==> config.mk <==
export PLATFORM = sky130hd
export DESIGN_NAME = reg_bank_arbiter
export DESIGN_NICKNAME = d
export VERILOG_FILES = /design/src/rtl/reg_bank_pkg.sv /design/src/rtl/rr_arb2.sv /design/src/rtl/reg_bank_arbiter.sv
export SDC_FILE = /design/constraint.sdc
export NUM_CORES = 1
export LEC_CHECK = 0
export CAP_MARGIN = 20
export CORE_AREA = 10 10 84 79
export CTS_CLUSTER_SIZE = 16
export DETAILED_ROUTE_END_ITERATION = 8
export DIE_AREA = 0 0 94 89
export HOLD_SLACK_MARGIN = 0.03
export PLACE_DENSITY = 0.76
export SLEW_MARGIN = 0
export SYNTH_ARGS = -nofsm -noshare
export SYNTH_HDL_FRONTEND = slang
export SYNTH_SLANG_ARGS = --single-unit
==> constraint.sdc <==
create_clock -name clk -period 1.62 [get_ports clk]
set_input_delay 0.324 -clock clk [delete_from_list [all_inputs] [get_ports clk]]
set_output_delay 0.324 -clock clk [all_outputs]
set_load 0.02 [all_outputs]
==> src/rtl/reg_bank_pkg.sv <==
// rtl/reg_bank_pkg.sv - shared types and defaults for the SPI/I2C register bank arbiter
package reg_bank_pkg;

  localparam int ADDR_WIDTH_DEF = 3;
  localparam int DATA_WIDTH_DEF = 8;
  localparam int CNT_WIDTH_DEF  = 8;

  typedef enum logic {
    REQ_SPI = 1'b0,
    REQ_I2C = 1'b1
  } req_id_e;

  typedef enum logic [1:0] {
    IDLE   = 2'd0,
    ACCESS = 2'd1,
    ACK    = 2'd2
  } state_e;

  // Lock mode narrows eligibility to the selected front-end; bit 0 = SPI, bit 1 = I2C.
  function automatic logic [1:0] eligible_mask(input logic lock_en, input logic lock_sel,
                                               input logic spi_req, input logic i2c_req);
    logic [1:0] m;
    m[0] = spi_req & (~lock_en | ~lock_sel);
    m[1] = i2c_req & (~lock_en |  lock_sel);
    return m;
  endfunction

endpackage

==> src/rtl/rr_arb2.sv <==
// rtl/rr_arb2.sv - combinational 2-way round-robin pick between SPI and I2C
module rr_arb2
  import reg_bank_pkg::*;
(
  input  logic [1:0] req,
  input  req_id_e    last_grant,
  output logic       grant_valid,
  output req_id_e    grant_id,
  output logic       conflict
);

  always_comb begin
    grant_valid = |req;
    conflict    = &req;
    grant_id    = REQ_SPI;
    if (conflict) begin
      // On a tie the requester that did not win the previous tie goes first.
      if (last_grant == REQ_SPI) begin
        grant_id = REQ_I2C;
      end
    end else if (req[1]) begin
      grant_id = REQ_I2C;
    end
  end

endmodule

==> src/rtl/reg_bank_arbiter.sv <==
// rtl/reg_bank_arbiter.sv - shares one register bank between SPI and I2C front-ends
module reg_bank_arbiter
  import reg_bank_pkg::*;
#(
  parameter int ADDR_WIDTH = ADDR_WIDTH_DEF,
  parameter int DATA_WIDTH = DATA_WIDTH_DEF,
  parameter int CNT_WIDTH  = CNT_WIDTH_DEF
) (
  input  logic                  clk,
  input  logic                  rst_n,
  input  logic                  ena,
  input  logic                  lock_en_i,
  input  logic                  lock_sel_i,
  input  logic                  spi_req_i,
  input  logic                  spi_we_i,
  input  logic [ADDR_WIDTH-1:0] spi_addr_i,
  input  logic [DATA_WIDTH-1:0] spi_wdata_i,
  output logic [DATA_WIDTH-1:0] spi_rdata_o,
  output logic                  spi_ack_o,
  input  logic                  i2c_req_i,
  input  logic                  i2c_we_i,
  input  logic [ADDR_WIDTH-1:0] i2c_addr_i,
  input  logic [DATA_WIDTH-1:0] i2c_wdata_i,
  output logic [DATA_WIDTH-1:0] i2c_rdata_o,
  output logic                  i2c_ack_o,
  output logic [ADDR_WIDTH-1:0] bank_addr_o,
  output logic [DATA_WIDTH-1:0] bank_wdata_o,
  output logic                  bank_we_o,
  input  logic [DATA_WIDTH-1:0] bank_rdata_i,
  output logic                  busy_o,
  output logic [CNT_WIDTH-1:0]  conflict_cnt_o
);

  state_e                state_q, state_d;
  req_id_e               grant_q;
  req_id_e               last_grant_q;
  logic                  we_q;
  logic [ADDR_WIDTH-1:0] addr_q;
  logic [DATA_WIDTH-1:0] wdata_q;
  logic [DATA_WIDTH-1:0] spi_rdata_q;
  logic [DATA_WIDTH-1:0] i2c_rdata_q;
  logic [CNT_WIDTH-1:0]  conflict_cnt_q;

  logic [1:0] eligible;
  logic       arb_valid;
  req_id_e    arb_id;
  logic       arb_conflict;
  logic       take_grant;

  assign eligible = eligible_mask(lock_en_i, lock_sel_i, spi_req_i, i2c_req_i);

  rr_arb2 u_rr_arb2 (
    .req         (eligible),
    .last_grant  (last_grant_q),
    .grant_valid (arb_valid),
    .grant_id    (arb_id),
    .conflict    (arb_conflict)
  );

  always_comb begin
    state_d    = state_q;
    take_grant = 1'b0;
    case (state_q)
      IDLE: begin
        if (ena && arb_valid) begin
          take_grant = 1'b1;
          state_d    = ACCESS;
        end
      end
      ACCESS:  state_d = ACK;
      ACK:     state_d = IDLE;
      default: state_d = IDLE;
    endcase
  end

  always_ff @(posedge clk or negedge rst_n) begin
    if (!rst_n) begin
      state_q <= IDLE;
    end else begin
      state_q <= state_d;
    end
  end

  // Request fields are frozen at grant so later input changes cannot disturb the access.
  always_ff @(posedge clk or negedge rst_n) begin
    if (!rst_n) begin
      grant_q      <= REQ_SPI;
      last_grant_q <= REQ_I2C;
      we_q         <= 1'b0;
      addr_q       <= '0;
      wdata_q      <= '0;
    end else if (take_grant) begin
      grant_q <= arb_id;
      if (arb_conflict) begin
        last_grant_q <= arb_id;
      end
      if (arb_id == REQ_SPI) begin
        we_q    <= spi_we_i;
        addr_q  <= spi_addr_i;
        wdata_q <= spi_wdata_i;
      end else begin
        we_q    <= i2c_we_i;
        addr_q  <= i2c_addr_i;
        wdata_q <= i2c_wdata_i;
      end
    end
  end

  always_ff @(posedge clk or negedge rst_n) begin
    if (!rst_n) begin
      spi_rdata_q <= '0;
      i2c_rdata_q <= '0;
    end else if (state_q == ACCESS && !we_q) begin
      if (grant_q == REQ_SPI) begin
        spi_rdata_q <= bank_rdata_i;
      end else begin
        i2c_rdata_q <= bank_rdata_i;
      end
    end
  end

  // Only a real two-way tie while unlocked counts; the count sticks at all-ones.
  always_ff @(posedge clk or negedge rst_n) begin
    if (!rst_n) begin
      conflict_cnt_q <= '0;
    end else if (state_q == IDLE && ena && !lock_en_i && arb_conflict
                 && conflict_cnt_q != {CNT_WIDTH{1'b1}}) begin
      conflict_cnt_q <= conflict_cnt_q + CNT_WIDTH'(1);
    end
  end

  assign bank_addr_o    = addr_q;
  assign bank_wdata_o   = wdata_q;
  assign bank_we_o      = (state_q == ACCESS) && we_q;
  assign spi_ack_o      = (state_q == ACK) && (grant_q == REQ_SPI);
  assign i2c_ack_o      = (state_q == ACK) && (grant_q == REQ_I2C);
  assign spi_rdata_o    = spi_rdata_q;
  assign i2c_rdata_o    = i2c_rdata_q;
  assign busy_o         = (state_q != IDLE);
  assign conflict_cnt_o = conflict_cnt_q;

endmodule

# Word-level counts from Yosys, hierarchy flattened
# Cells that the tools add are included.
totals:
  ff_bits: 40
  latchBits: 0
  mem_bits_rw: 0
  rom_bits: 0
  input_bits: 39
  out_inout_bits: 39
  wordCells: 49
  n_memories: 0
op_classes:
  n_addsub: 1
  mul: 0
  div_mod_pow: 0
  n_lt_le_gt_ge: 0
  n_eq_ne: 4
  n_shift: 0
  muxes: 10
  bitwise_logic: 7
  reduce_logical: 18
ops:
  columns: ["operator", "n"]
  rows:
  - ["1-bit logical AND", 9]
  - ["8-bit by 1-bit adder with 8-bit output (second input constant)", 1]
  - ["8-bit two-way mux", 1]
  - ["8-bit inequality test (second input constant)", 1]
  - ["1-bit two-way mux", 6]
  - ["2-bit AND reduction", 3]
  - ["2-bit case mux with 2 select lines", 1]
  - ["3-bit two-way mux", 1]
  - ["1-bit inverter", 3]
  - ["3-bit AND reduction", 1]
  - ["1-bit bitwise AND", 2]
  - ["2-bit by 1-bit equality test with 1-bit output (second input constant)", 1]
  - ["2-bit equality test (second input constant)", 1]
  - ["1-bit zero test", 2]
  - ["2-bit zero test", 1]
  - ["2-bit two-way mux", 1]
  - ["2-bit inequality test (second input constant)", 1]
  - ["1-bit bitwise OR", 2]
  - ["2-bit nonzero test", 1]
  - ["2-bit OR reduction", 1]

# Logic depth before layout (Yosys ltp)
depth:
  ltp_word: 8
  depth_mapped: 5
  mapped_depth_nobuf: 4

# By module
# From an unflattened synthesis, not the netlist that was laid out.
hier_totals:
  cells_unflattened: 145
  hier_area_um2: 1794.2
by_module_without_submodules:
  columns: ["mod", "instances", "cells_per_inst", "area_each_um2", "seq_area_each_um2"]
  rows:
  - ["reg_bank_arbiter", 1, 142, 1769.2, 1002.2]
  - ["rr_arb2", 1, 3, 25.0, 0.0]

# Worst setup path after synthesis
# OpenSTA, ideal clock, no wires.
synth_timing:
  path_kind: "register to register"
  start: "register state_q[1]"
  end: "register conflict_cnt_q[5], in the netlist conflict_cnt_o[5]"
  setup_ps: 127
  arrival_time_ps: 1618
  t_required_ps: 1493
  path_slack_ps: -125
  stages_incl_launch_ff: 5
  n_path_buf: 0
  period_less_slack_ps: 1745
  cell_sequence: "dfrtp_1 or3b_4 nor4_4 and3_1 mux2_1"
synth_via:
  elab_chain_cells: 5
synth_rtl:
  columns: ["element", "line_no", "rtl"]
  rows:
  - ["from (decl)", "reg_bank_arbiter.sv:34", "state_e state_q, state_d;"]
  - ["from (signal assigned)", "reg_bank_arbiter.sv:80", "state_q <= state_d;"]
  - ["2-bit zero test", "reg_bank_arbiter.sv:126", "end else if (state_q == IDLE && ena && !lock_en_i && arb_conflict"]
  - ["1-bit logical AND (3 in series)", "reg_bank_arbiter.sv:126", null]
  - ["1-bit logical AND", "reg_bank_arbiter.sv:127", "&& conflict_cnt_q != {CNT_WIDTH{1'b1}}) begin"]
  - ["to (signal assigned)", "reg_bank_arbiter.sv:128", "conflict_cnt_q <= conflict_cnt_q + CNT_WIDTH'(1);"]
  - ["to (decl)", "reg_bank_arbiter.sv:42", "logic [CNT_WIDTH-1:0] conflict_cnt_q;"]
# Every way passes these cells.
# A chain may end at the register's enable or synchronous reset.

# Worst setup path after layout
layout_timing:
  start: "register state_q[1]"
  end: "register grant_q"
layout_via:
  elab_chain_cells: 2
layout_rtl:
  columns: ["element", "line_no", "rtl"]
  rows:
  - ["2-bit zero test", "reg_bank_arbiter.sv:63", "case (state_q)"]
  - ["1-bit two-way mux", "reg_bank_arbiter.sv:63", null]
  - ["to (signal assigned)", "reg_bank_arbiter.sv:93", "grant_q <= arb_id;"]
  - ["to (decl)", "reg_bank_arbiter.sv:35", "req_id_e grant_q;"]
# Every way passes these cells.

==> results.txt <==
The count of nets left with antenna violations once routing finished came out at 0. Input and output buffers added on the ports amount to 77. The insertion delay of the later-clocked pin in the worst-skew pair is 0.29 ns. Along the worst path, the maximum fanout reaches 7. The area of the die is roughly 0.0084 mm2. The worst setup slack after layout came out at -0.0859 ns. Leaving out fill and tap cells, the most frequent cells in the layout are 42 x sky130_fd_sc_hd__clkdlybuf4s50_1, 39 x sky130_fd_sc_hd__dfrtp_1, 22 x sky130_fd_sc_hd__dlymetal6s2s_1, 16 x sky130_fd_sc_hd__mux2i_1.

The sort of element at the start of the critical path is a flop. The max-slew violation count is 0. On the worst path, the slowest cell contributes a delay of roughly 0.45 ns. The endpoint kind of the worst setup timing path is a flop. The worst slack at placement came out at -0.478 ns.

The die is approximately 89 um tall. The count of endpoints failing setup in the final report came out at 17. Routability-driven placement finished with a final weighted congestion of 0.814. Leaving out fill and tap cells, the most frequent cell in the layout is sky130_fd_sc_hd__clkdlybuf4s50_1. The worst register-to-register path begins at state_q[1]. Synthesis produced a netlist with a net count of about 180. In the synthesized netlist, the number of instances is 143. The aggregate routed wire length came out at 4.95 mm. The worst hold path stage count came out at 1. The initial cell density of the core is 0.361. The number of sinks driven by the clock tree is 40. The post-detailed-route via-to-cell ratio came out at roughly 4.7.

Averaged over all synthesized cells, the footprint is about 13 um2. The final reports fail on negative setup slack. The number of iterations in the first detailed-routing pass is 4. The post-synthesis instance area is approximately 0.0018 mm2. The area used by multi-input combinational logic came out at 865 um2. The total global-route track usage came out at 0.116. The number of synthesized flops with an enable pin came out at 0. The run finished, with violations left.

The floorplan step set the die width to around 94 um. The startpoint identified for the worst hold timing path is spi_rdata_o[6]. The tree is rooted in a sky130_fd_sc_hd__clkbuf_8. After clock tree synthesis, the clock-pin slew on the worst setup and hold paths is 0.08 ns. The path with the worst hold slack has its endpoint at spi_rdata_o[6]. For this design the top-level I/O count stands at 78. The sequential fraction of the synthesis area is 0.555. In the final layout, the share of cells above drive strength 1 is 0.310. The number of diodes came out at 0. The routed design could run at a clock period as short as ~1.7 ns. The count of max-cap constraint violations came out at 0.

The critical path is of the reg2reg type. The worst register-to-register path has a depth of 6. The unique cell type count in the Yosys netlist came out at 32.

For this run, the leading register cell type out of synthesis is sky130_fd_sc_hd__dfrtp_1. The number of global-route vias before repair came out at 1536. The clock tree from TritonCTS is done.

The placement row count is 25. Setup repair after global routing could not meet its margin everywhere. The area added between synthesis and finish came out at 73.8%. The detailed placer's ending HPWL is ~3.6 mm. For this run the aggregate overflow at the end of global routing stands at 0. The worst clock skew is ~0.0081 ns. The maximum vdd ir drop is between 0.0009 and 0.001 V. The sequential cell area in the final layout came out at around 0.0010 mm2. The maximum buffer depth of the clock tree came out at 2. The fraction of the cycle the final worst path needs came out at 1.05. The number of endpoints with negative hold slack in the final report came out at 0. The vias after detailed routing came out at about 1500. In this run the power density over the cells is ~1400 mW/mm2.

The relative slew slack is 0.678. In the final timing run, aggregate negative setup slack is -1.04 ns. The endpoint of the worst register-to-register path is grant_q. Entering global routing, the biggest net connects 27 pins. Walking the worst path, the cells encountered are or3b_4, buf_6, a211oi_4, buf_6, buf_12, mux2i_1. The violation count after the first detailed-routing iteration came out at 27. Among the stages of the critical path, the cell type that occurs most often is sky130_fd_sc_hd__buf_6. On the critical path, the stage with the largest delay is an instance of sky130_fd_sc_hd__or3b_4. The number of buffers created by CTS came out at 5.

The region available for standard cell placement spans 0.00500 mm2. The clock tree synthesis step divided the H-tree into 2 levels. The maximum achievable frequency is 586 MHz.

Tracing the worst setup path back leads to its startpoint at state_q[1]. The number of fill cells is 411. The worst hold path belongs to the class reg2reg. The initial antenna violation count came out at 0.

During synthesis, Yosys emitted a total of 0 warnings. The actual transition at the worst max-transition pin came out at between 0.4 and 0.5 ns. The share of async-settable or async-resettable flops after synthesis is 1.00. The number of DRC violations after detailed routing is 0. At the worst endpoint, the required time is between 1.5 and 2 ns. The final hold slack is about 0.50 ns. In this run the static leakage power is ~1.6 nW.

The first global-routing pass estimated about 7.7 mm of wire. The post-synthesis sequential element count came out at 40. The post-layout net count came out at roughly 290.

The arrival time of the worst setup path is about 1.9 ns. The setup check on the worst reg-to-reg path leaves a slack of -0.09 ns. The wire length per cell came out at 15.7 um.
kinds of logic (layout without fill, tap and decap cells):
family	Yosys count	after routing	synth area share
buffers and inverters	6	111	0.0194
muxes	35	35	0.207
DFF	40	40	0.555
and+or+nand+nor	41	41	0.139
xor gates and xnor gates	3	3	0.0145
adders and majority gates	1	1	0.00692
AOI/OAI and AO/OA	17	17	0.0582
state kept, by name (all words and copies together), names as in the netlist, 2 cells and up:
| name | count |
|---|---|
| bank_addr_o | 3 |
| bank_wdata_o | 8 |
| conflict_cnt_o | 8 |
| i2c_rdata_o | 8 |
| spi_rdata_o | 8 |
| state_q | 2 |
stage by stage:
| stage | std cells | util | cell area [um2] | total power, mW |
|---|---|---|---|---|
| 4_1_cts | 311 | 0.581 | 2910 | 4.24 |
| 3_5_place_dp | 300 | 0.558 | 2790 | 3.46 |
| 3_3_place_gp | 300 | 0.558 | 2790 | 3.42 |
| 2_1_floorplan | 143 | - | 1810 | 2.45 |
| 6_report | 315 | 0.628 | 3140 | 4.27 |
| 5_1_grt | 315 | 0.628 | 3140 | 4.51 |
synthesized netlist by cell type (2+ instances only):
| library cell | instances | area, um2 |
|---|---|---|
| sky130_fd_sc_hd__a21oi_1 | 13 | 65.1 |
| sky130_fd_sc_hd__and3_1 | 2 | 12.5 |
| sky130_fd_sc_hd__dfrtp_1 | 39 | 976 |
| sky130_fd_sc_hd__inv_1 | 3 | 11.3 |
| sky130_fd_sc_hd__mux2_1 | 3 | 33.8 |
| sky130_fd_sc_hd__mux2_2 | 16 | 180 |
| sky130_fd_sc_hd__mux2i_1 | 16 | 160 |
| sky130_fd_sc_hd__nand2_1 | 5 | 18.8 |
| sky130_fd_sc_hd__nand3_1 | 5 | 25.0 |
| sky130_fd_sc_hd__nand4_1 | 3 | 18.8 |
| sky130_fd_sc_hd__nor2_1 | 14 | 52.6 |
| sky130_fd_sc_hd__nor3b_1 | 2 | 15.0 |
| sky130_fd_sc_hd__nor3b_2 | 2 | 25.0 |
| sky130_fd_sc_hd__xnor2_1 | 2 | 17.5 |
worst max-delay path, delay by kind of cell, from the launching register on:
kind | cells | cell delay, ns
and+or+nand+nor | 1 | 0.45
buffers and inverters | 3 | 0.42
DFF | 1 | 0.40
AOI/OAI and AO/OA | 1 | 0.20
muxes | 1 | 0.17
cell type report:
type / instances / share of cell area
Tap cell: 67 / 0.0267
Clock inverter: 2 / 0.0112
Timing Repair Buffer: 100 / 0.341
Clock buffer: 6 / 0.0231
Sequential cell: 40 / 0.319
Multi-Input combinational cell: 97 / 0.275
Inverter: 3 / 0.00359
how the worst max path moves through the flow:
stage | endpoint | cells past startpoint
after global routing | grant_q | 6
after floorplan | conflict_cnt_o[5] | 4
after global placement | conflict_cnt_o[5] | 5
after detailed placement | conflict_cnt_o[5] | 5
final | grant_q | 6
after CTS | grant_q | 5
power by group:
group	total (mW)	switching [mW]	internal, mW
Clock	0.803	0.346	0.457
Sequential	1.59	0.236	1.36
Combinational	1.87	0.890	0.985
Total	4.27	1.47	2.80
layer usage:
layer / vias to the layer above / track usage / routed length (um)
met5: - / 0 / 0
met4: 0 / 0.0414 / 47
met3: 5 / 0.0554 / 439
met2: 45 / 0.179 / 2350
met1: 711 / 0.139 / 2110
li1: 716 / - / -
repair_timing:
action,in CTS,in global routing
buffers inserted,2,3
gates cloned,0,2
endpoints found under the hold margin,19,0
pin swaps,5,6
hold buffers,1,0
resized for setup,27,53
endpoints found under the setup margin,29,42
Note: power is estimated with default switching activity, not from simulation.
